===== src/rtl/memory_if.sv =====
// Bus bundle for the memory block: one write port and one combinational read port.
interface memory_if #(
  parameter int ADDR_W = 6,
  parameter int DATA_W = 4
);
  logic [ADDR_W-1:0] r_addr;
  logic [ADDR_W-1:0] w_addr;
  logic [DATA_W-1:0] w_data;
  logic              w_en;
  logic [DATA_W-1:0] r_data;
  logic              r_perr;

  modport master (
    output r_addr, w_addr, w_data, w_en,
    input  r_data, r_perr
  );

  modport slave (
    input  r_addr, w_addr, w_data, w_en,
    output r_data, r_perr
  );
endinterface


===== src/rtl/memory.sv =====
// DEPTH x DATA_W register file: synchronous write, combinational read, async clear.
// Optional per-entry even parity when MEMORY_PARITY_EN is defined.
module memory #(
  parameter int ADDR_W = 6,
  parameter int DATA_W = 4,
  parameter int DEPTH  = 64
) (
  input  logic      clk,
  input  logic      rst,
  memory_if.slave   bus
);

  logic [DATA_W-1:0] mem_q [DEPTH];
  logic [DATA_W-1:0] mem_d [DEPTH];

  always_comb begin
    mem_d = mem_q;
    if (bus.w_en) begin
      mem_d[bus.w_addr] = bus.w_data;
    end
  end

  // Clearing every entry from rst keeps reads X-free from the first reset onward.
  always_ff @(posedge clk or posedge rst) begin
    if (rst) begin
      for (int unsigned i = 0; i < DEPTH; i++) begin
        mem_q[i] <= '0;
      end
    end else begin
      mem_q <= mem_d;
    end
  end

  always_comb begin
    bus.r_data = mem_q[bus.r_addr];
  end

`ifdef MEMORY_PARITY_EN
  logic par_q [DEPTH];
  logic par_d [DEPTH];

  always_comb begin
    par_d = par_q;
    if (bus.w_en) begin
      par_d[bus.w_addr] = ^bus.w_data;
    end
  end

  always_ff @(posedge clk or posedge rst) begin
    if (rst) begin
      for (int unsigned i = 0; i < DEPTH; i++) begin
        par_q[i] <= 1'b0;
      end
    end else begin
      par_q <= par_d;
    end
  end

  always_comb begin
    bus.r_perr = ^{mem_q[bus.r_addr], par_q[bus.r_addr]};
  end
`else
  always_comb begin
    bus.r_perr = 1'b0;
  end
`endif

endmodule


===== src/flat_wrapper.sv =====
// flat-port wrapper written by rule: the top's interface ports become plain ports
module memory_flat 
#(
  parameter int ADDR_W = 6,
  parameter int DATA_W = 4,
  parameter int DEPTH  = 64
)
  (clk, rst, bus_r_addr, bus_w_addr, bus_w_data, bus_w_en, bus_r_data, bus_r_perr);
  memory_if #(.ADDR_W(ADDR_W), .DATA_W(DATA_W)) bus_i ();
  input  logic clk;
  input  logic rst;
  input wire logic [$bits(bus_i.r_addr)-1:0] bus_r_addr;
  input wire logic [$bits(bus_i.w_addr)-1:0] bus_w_addr;
  input wire logic [$bits(bus_i.w_data)-1:0] bus_w_data;
  input wire logic [$bits(bus_i.w_en)-1:0] bus_w_en;
  output wire logic [$bits(bus_i.r_data)-1:0] bus_r_data;
  output wire logic [$bits(bus_i.r_perr)-1:0] bus_r_perr;
  assign bus_i.r_addr = bus_r_addr;
  assign bus_i.w_addr = bus_w_addr;
  assign bus_i.w_data = bus_w_data;
  assign bus_i.w_en = bus_w_en;
  assign bus_r_data = bus_i.r_data;
  assign bus_r_perr = bus_i.r_perr;
  memory #(.ADDR_W(ADDR_W), .DATA_W(DATA_W), .DEPTH(DEPTH)) u_core (.clk(clk), .rst(rst), .bus(bus_i));
endmodule

===== config.mk =====
export PLATFORM = sky130hd
export DESIGN_NAME = memory_flat
export DESIGN_NICKNAME = d
export VERILOG_FILES = /design/src/rtl/memory_if.sv /design/src/rtl/memory.sv /design/src/flat_wrapper.sv
export SDC_FILE = /design/constraint.sdc
export NUM_CORES = 1
export LEC_CHECK = 0
export BUFFER_PORTS_ARGS = -buffer_cell sky130_fd_sc_hd__buf_2
export CORE_ASPECT_RATIO = 1.25
export CORE_UTILIZATION = 55
export DETAILED_ROUTE_END_ITERATION = 16
export GPL_TIMING_DRIVEN = 0
export MAX_ROUTING_LAYER = met4
export PLACE_DENSITY = 0.71
export SYNTH_ARGS = -nofsm -noshare
export SYNTH_HDL_FRONTEND = slang
export SYNTH_SLANG_ARGS = --single-unit

===== constraint.sdc =====
create_clock -name clk -period 7.9 [get_ports clk]
set_clock_uncertainty 0.2 [all_clocks]
set_input_delay 0.395 -clock clk [delete_from_list [all_inputs] [get_ports clk]]
set_output_delay 0.395 -clock clk [all_outputs]
set_load 0.01 [all_outputs]

Word level (Yosys, flattened, before mapping)
Cells that the tools add are included.
- bits of input ports: 19
- register bits after elaboration: 256
- multiplexer cells: 6
- reductions and logical operators: 1
- bitwise gates (word level): 2
- order comparisons: 3
- operator list (operator ; count):
    256-bit bitwise mux ; 1
    4-bit binary-select mux with 6-bit select ; 1
    4-bit demux with 6-bit select ; 1
    7-bit greater-or-equal comparator, second input constant ; 2
    6-bit NOT with 7-bit output ; 2
    4-bit 2-to-1 mux ; 3
    7-bit by 1-bit < comparator with 1-bit output, second input constant ; 1
    1-bit logical AND ; 1

Logic depth before layout (Yosys ltp)
- depth after elaboration: 6
- depth in mapped cells: 8

Least setup slack after synthesis
OpenSTA, ideal clock, no wires.
- kind: input -> output
- from: input bus_r_addr[0]
- to: output bus_r_data[0]
- data arrival time: 1.803 ns
- stages on the path: 7
- setup slack: 5.502 ns
- path through: buf_6 > buf_12 > buf_6 > or3_1 > o22ai_1 > nor3_1 > o31ai_1
- longest elaborated chain between the ends: 4
- RTL lines (element ; line ; text):
    start: declaration ; flat_wrapper.sv:12 ; input wire logic [$bits(bus_i.r_addr)-1:0] bus_r_addr;
    6-bit NOT with 7-bit output (implied by the code) ; memory.sv:35 ; bus.r_data = mem_q[bus.r_addr];
    4-bit binary-select mux with 6-bit select ; memory.sv:35 ;
    4-bit 2-to-1 mux (implied by the code) (2 in series) ; memory.sv:35 ;
    end: declaration ; flat_wrapper.sv:16 ; output wire logic [$bits(bus_i.r_data)-1:0] bus_r_data;
Every way passes these cells. The select of a mux whose other input is x is not followed.

Final worst setup path
- from: input bus_r_addr[2]
- to: output bus_r_data[0]
The elaborated chain is that of the path after synthesis.

==> flow_summary_export.csv <==
group,metric,value,unit
status,outcome,"finished with violations",
status,violations,"max-capacitance violations, max-slew violations",
critical_path,setup.worst_path.end,"bus_r_data[0]",
drt,wire_per_inst,27.09,um
yosys,yosysSeqAreaShare,0.5307,
sta,period_needed,3289,ps
yosys,ys.warnings.count,0,
place,place.detailed.hpwl,21670,um
power,sw_frac_of_total,0.2456,
power,intPower,2.484,mW
floorplan,fp.dieH,167.6,um
cts,insertion_delay,520,ps
floorplan,num_rows,60,
power,power.density,245.5,mW/mm^2
sta,slew_headroom,-0.05604,
power,power_leakage,6.193,nW
cts,cts_tree,"done",
floorplan,start_util,0.5602,
yosys,synth_adder_area_share,0,
critical_path,crit_path_start,"bus_r_addr[2]",
drt,final_antenna_net_count,0,
yosys,synth_cell_types,41,
cts,htreeDepth,1,
finish,final_nets,869,
drt,vias_per_cell,6.601,
cts,path_clk_slew,60,ps
critical_path,cp_data_required_time,7300,ps
place,placed_cells,1100,
cts,cts-root-buf,"clkbuf_16",
sta,finalSetupTns,0,ps
yosys,avgSynthCellArea,14.96,sq um
finish,reg.largest.list,"u_core.mem_q (256)",
finish,regMostFlops,"u_core.mem_q",
floorplan,num_io_pins,24,
yosys,synth_cells,807,
global_route,globalRouteTotalUtil,0.2982,
sta,hold_viol,0,
finish,layout-area-overhead-vs-synth,11.12,%
critical_path,critical_path_class,"in -> out",
yosys,synth_area_leaders,"dfrtp_1, mux2_2, mux4_2",
yosys,synth_edf_count,0,
flow_run,maxCapViolations,1,
yosys,async_reset_ff_frac,1.000,
yosys,synthMuxAreaShare,0.3751,
sta,fmax,0.3040,GHz
yosys,ys_ff_latch,256,
yosys,syn-cell-area,0.01207,sq mm
place,place_congestion,0.9482,
critical_path,r2r-end,"u_core.mem_q[140]",
yosys,synthXorXnorAreaFrac,0,
cts,cts_sinks,256,
critical_path,reg2reg_depth,1,
yosys,synth_top_flop_cell,"dfrtp_1",
critical_path,critical_path.max_fanout,10,
critical_path,arrival,2690,ps
hold_path,hold_class,"in -> reg",
global_route,grt_pass1_wl,48180,um
drt,drc,0,
floorplan,dieWidth,134.5,um
power,p_clk_frac,0.386,
finish,final_util,0.6225,
cts,post_cts_buffers,0,
critical_path,r2r_start,"u_core.mem_q[140]",
yosys,synth_compound_area_frac,0.02115,
sta,period_share,0.4163,
sta,finalSetupViolCount,0,
cts,cts_buffer_depth,3,
critical_path,r2r_slack,6890,ps
drt,drtIter0Drc,632,
power,p_switching,0.8086,mW
cts,postCtsHoldBufs,1,
finish,drive_gt1_frac,0.4383,
cts,cts_resized,0,
yosys,synth_top_area_frac,0.5307,
finish,diodes,0,
floorplan,dieArea,0.02255,sq mm
finish,largest_register_ffs,256,
yosys,yosys.area_share.simple,0.04758,
hold_path,hp-start,"bus_w_data[3]",
cts,numCtsBuffers,26,
yosys,synth_top_family_by_area,"multiplexers",
yosys,synth_largest_area_cell,"dfrtp_1",
place,portBuffers,13,
global_route,grt_max_degree,143,
floorplan,core,0.02155,sq mm
sta,rsz0062_at_grt,"false",
power,peakVddDrop,192.3,uV
drt,via_count,7565,
sta,drv_slew,8,
global_route,grt_pass1_vias,8218,
finish,stdcell_count,1146,
yosys,synth_nets,826,
sta,tightest_slew,1572,ps
global_route,grt_antenna_before_repair,0,
drt,wirelength,31050,um
critical_path,start_kind,"input port",
global_route,overflow,0,
power,pwr-share-comb,0.135,
power,seqPwrFrac,0.479,
critical_path,endpoint_kind,"output pin",
drt,dr.pass1.iters,7,
-- layout by cell type, fill, tap and decap left out, drive strengths merged, types with 2 or more instances in the layout --
master,n
clkinv,8
dfrtp,256
and3b,2
o21ai,6
nor2,35
nand2,39
buf,38
nor3b,5
mux2i,14
mux2,260
nor3,7
or3,2
o31ai,3
mux4,62
o221ai,6
nand3b,5
nand4b,4
nor2b,3
bufinv,3
nand2b,3
clkbuf,68
a211oi,6
a21oi,6
or2,2
o22ai,11
nand3,4
-- synth_stat cells (3+ instances only) --
library cell    n
nand2_1        39
a211oi_1        6
nand2b_1        3
buf_4           4
o221ai_1        6
mux4_1         17
dfrtp_1       256
buf_6           3
mux2i_1        14
buf_2           9
o21ai_0         4
nor3b_1         3
clkbuf_1       34
nor3_1          6
a21oi_1         6
nor2_1         35
mux2_1          6
nand4b_1        4
o22ai_1        11
buf_1           6
mux2_2        254
mux4_2         45
o31ai_1         3
nand3b_1        5
nor2b_1         3
nand3_1         4
-- critical path, cell delays in order --
cell	delay (ps)
buf_2	140
buf_2	360
buf_1	630
nand3_1	270
o22ai_1	350
a211oi_1	90
nand2_1	130
o31ai_1	140
buf_2	170
-- cell families (layout without fill, tap and decap cells) --
| family | Yosys count | count (layout) |
|---|---|---|
| muxes | 336 | 336 |
| AOI/OAI and AO/OA | 39 | 39 |
| and+or+nand+nor | 116 | 116 |
| other | 1 | 1 |
| DFF | 256 | 256 |
| buffers and inverters | 59 | 119 |
-- worst min path at each step --
| stage | cells after the start | end | slack (ps) |
|---|---|---|---|
| final | 2 | u_core.mem_q[19] | 290 |
| after global routing | 2 | u_core.mem_q[35] | 310 |
| after CTS | 2 | u_core.mem_q[19] | 280 |
| after detailed placement | 1 | u_core.mem_q[143] | 290 |
| after global placement | 1 | u_core.mem_q[142] | 270 |
| after floorplan | 1 | u_core.mem_q[140] | 260 |
-- through the flow --
step / hold WS [ps] / setup WS (ps) / cell area (sq um) / power (mW)
detailed placement: 285.1 / 4746 / 12520 / 2.039
CTS: 275.8 / 4736 / 13410 / 3.301
finish: 292.3 / 4611 / 13410 / 3.293
global route: 307.3 / 4605 / 13410 / 3.405
global placement: 270.3 / -1644 / 12480 / 1.999
floorplan: 256.5 / 263.3 / 12070 / 1.897
-- layer usage --
metal / routed length [um] / vias to the layer above / global-route usage
met5: 0 / - / -
met4: 1279 / 0 / 0.1226
met3: 2137 / 99 / 0.04814
met2: 15860 / 330 / 0.4954
met1: 11770 / 4032 / 0.3630
li1: - / 3104 / -
-- area by class of cell --
cell class | count | area [sq um]
fillers | 1565 | 8133
well taps | 279 | 349.1
inverters | 1 | 11.26
repair buffers | 15 | 102.6
multi-input cells | 492 | 5361
plain buffers | 58 | 299.0
flip-flops and latches | 256 | 6406
clock buffers | 34 | 742.0
clock inverters | 11 | 141.4
-- power by group through the flow --
stage	sequential (mW)	combinational (mW)	clock [mW]
finish	1.58	0.446	1.27
global route	1.59	0.476	1.33
CTS	1.57	0.446	1.28
detailed placement	1.60	0.443	0
global placement	1.58	0.420	0
floorplan	1.56	0.337	0
Note: power is estimated with default switching activity, not from simulation.
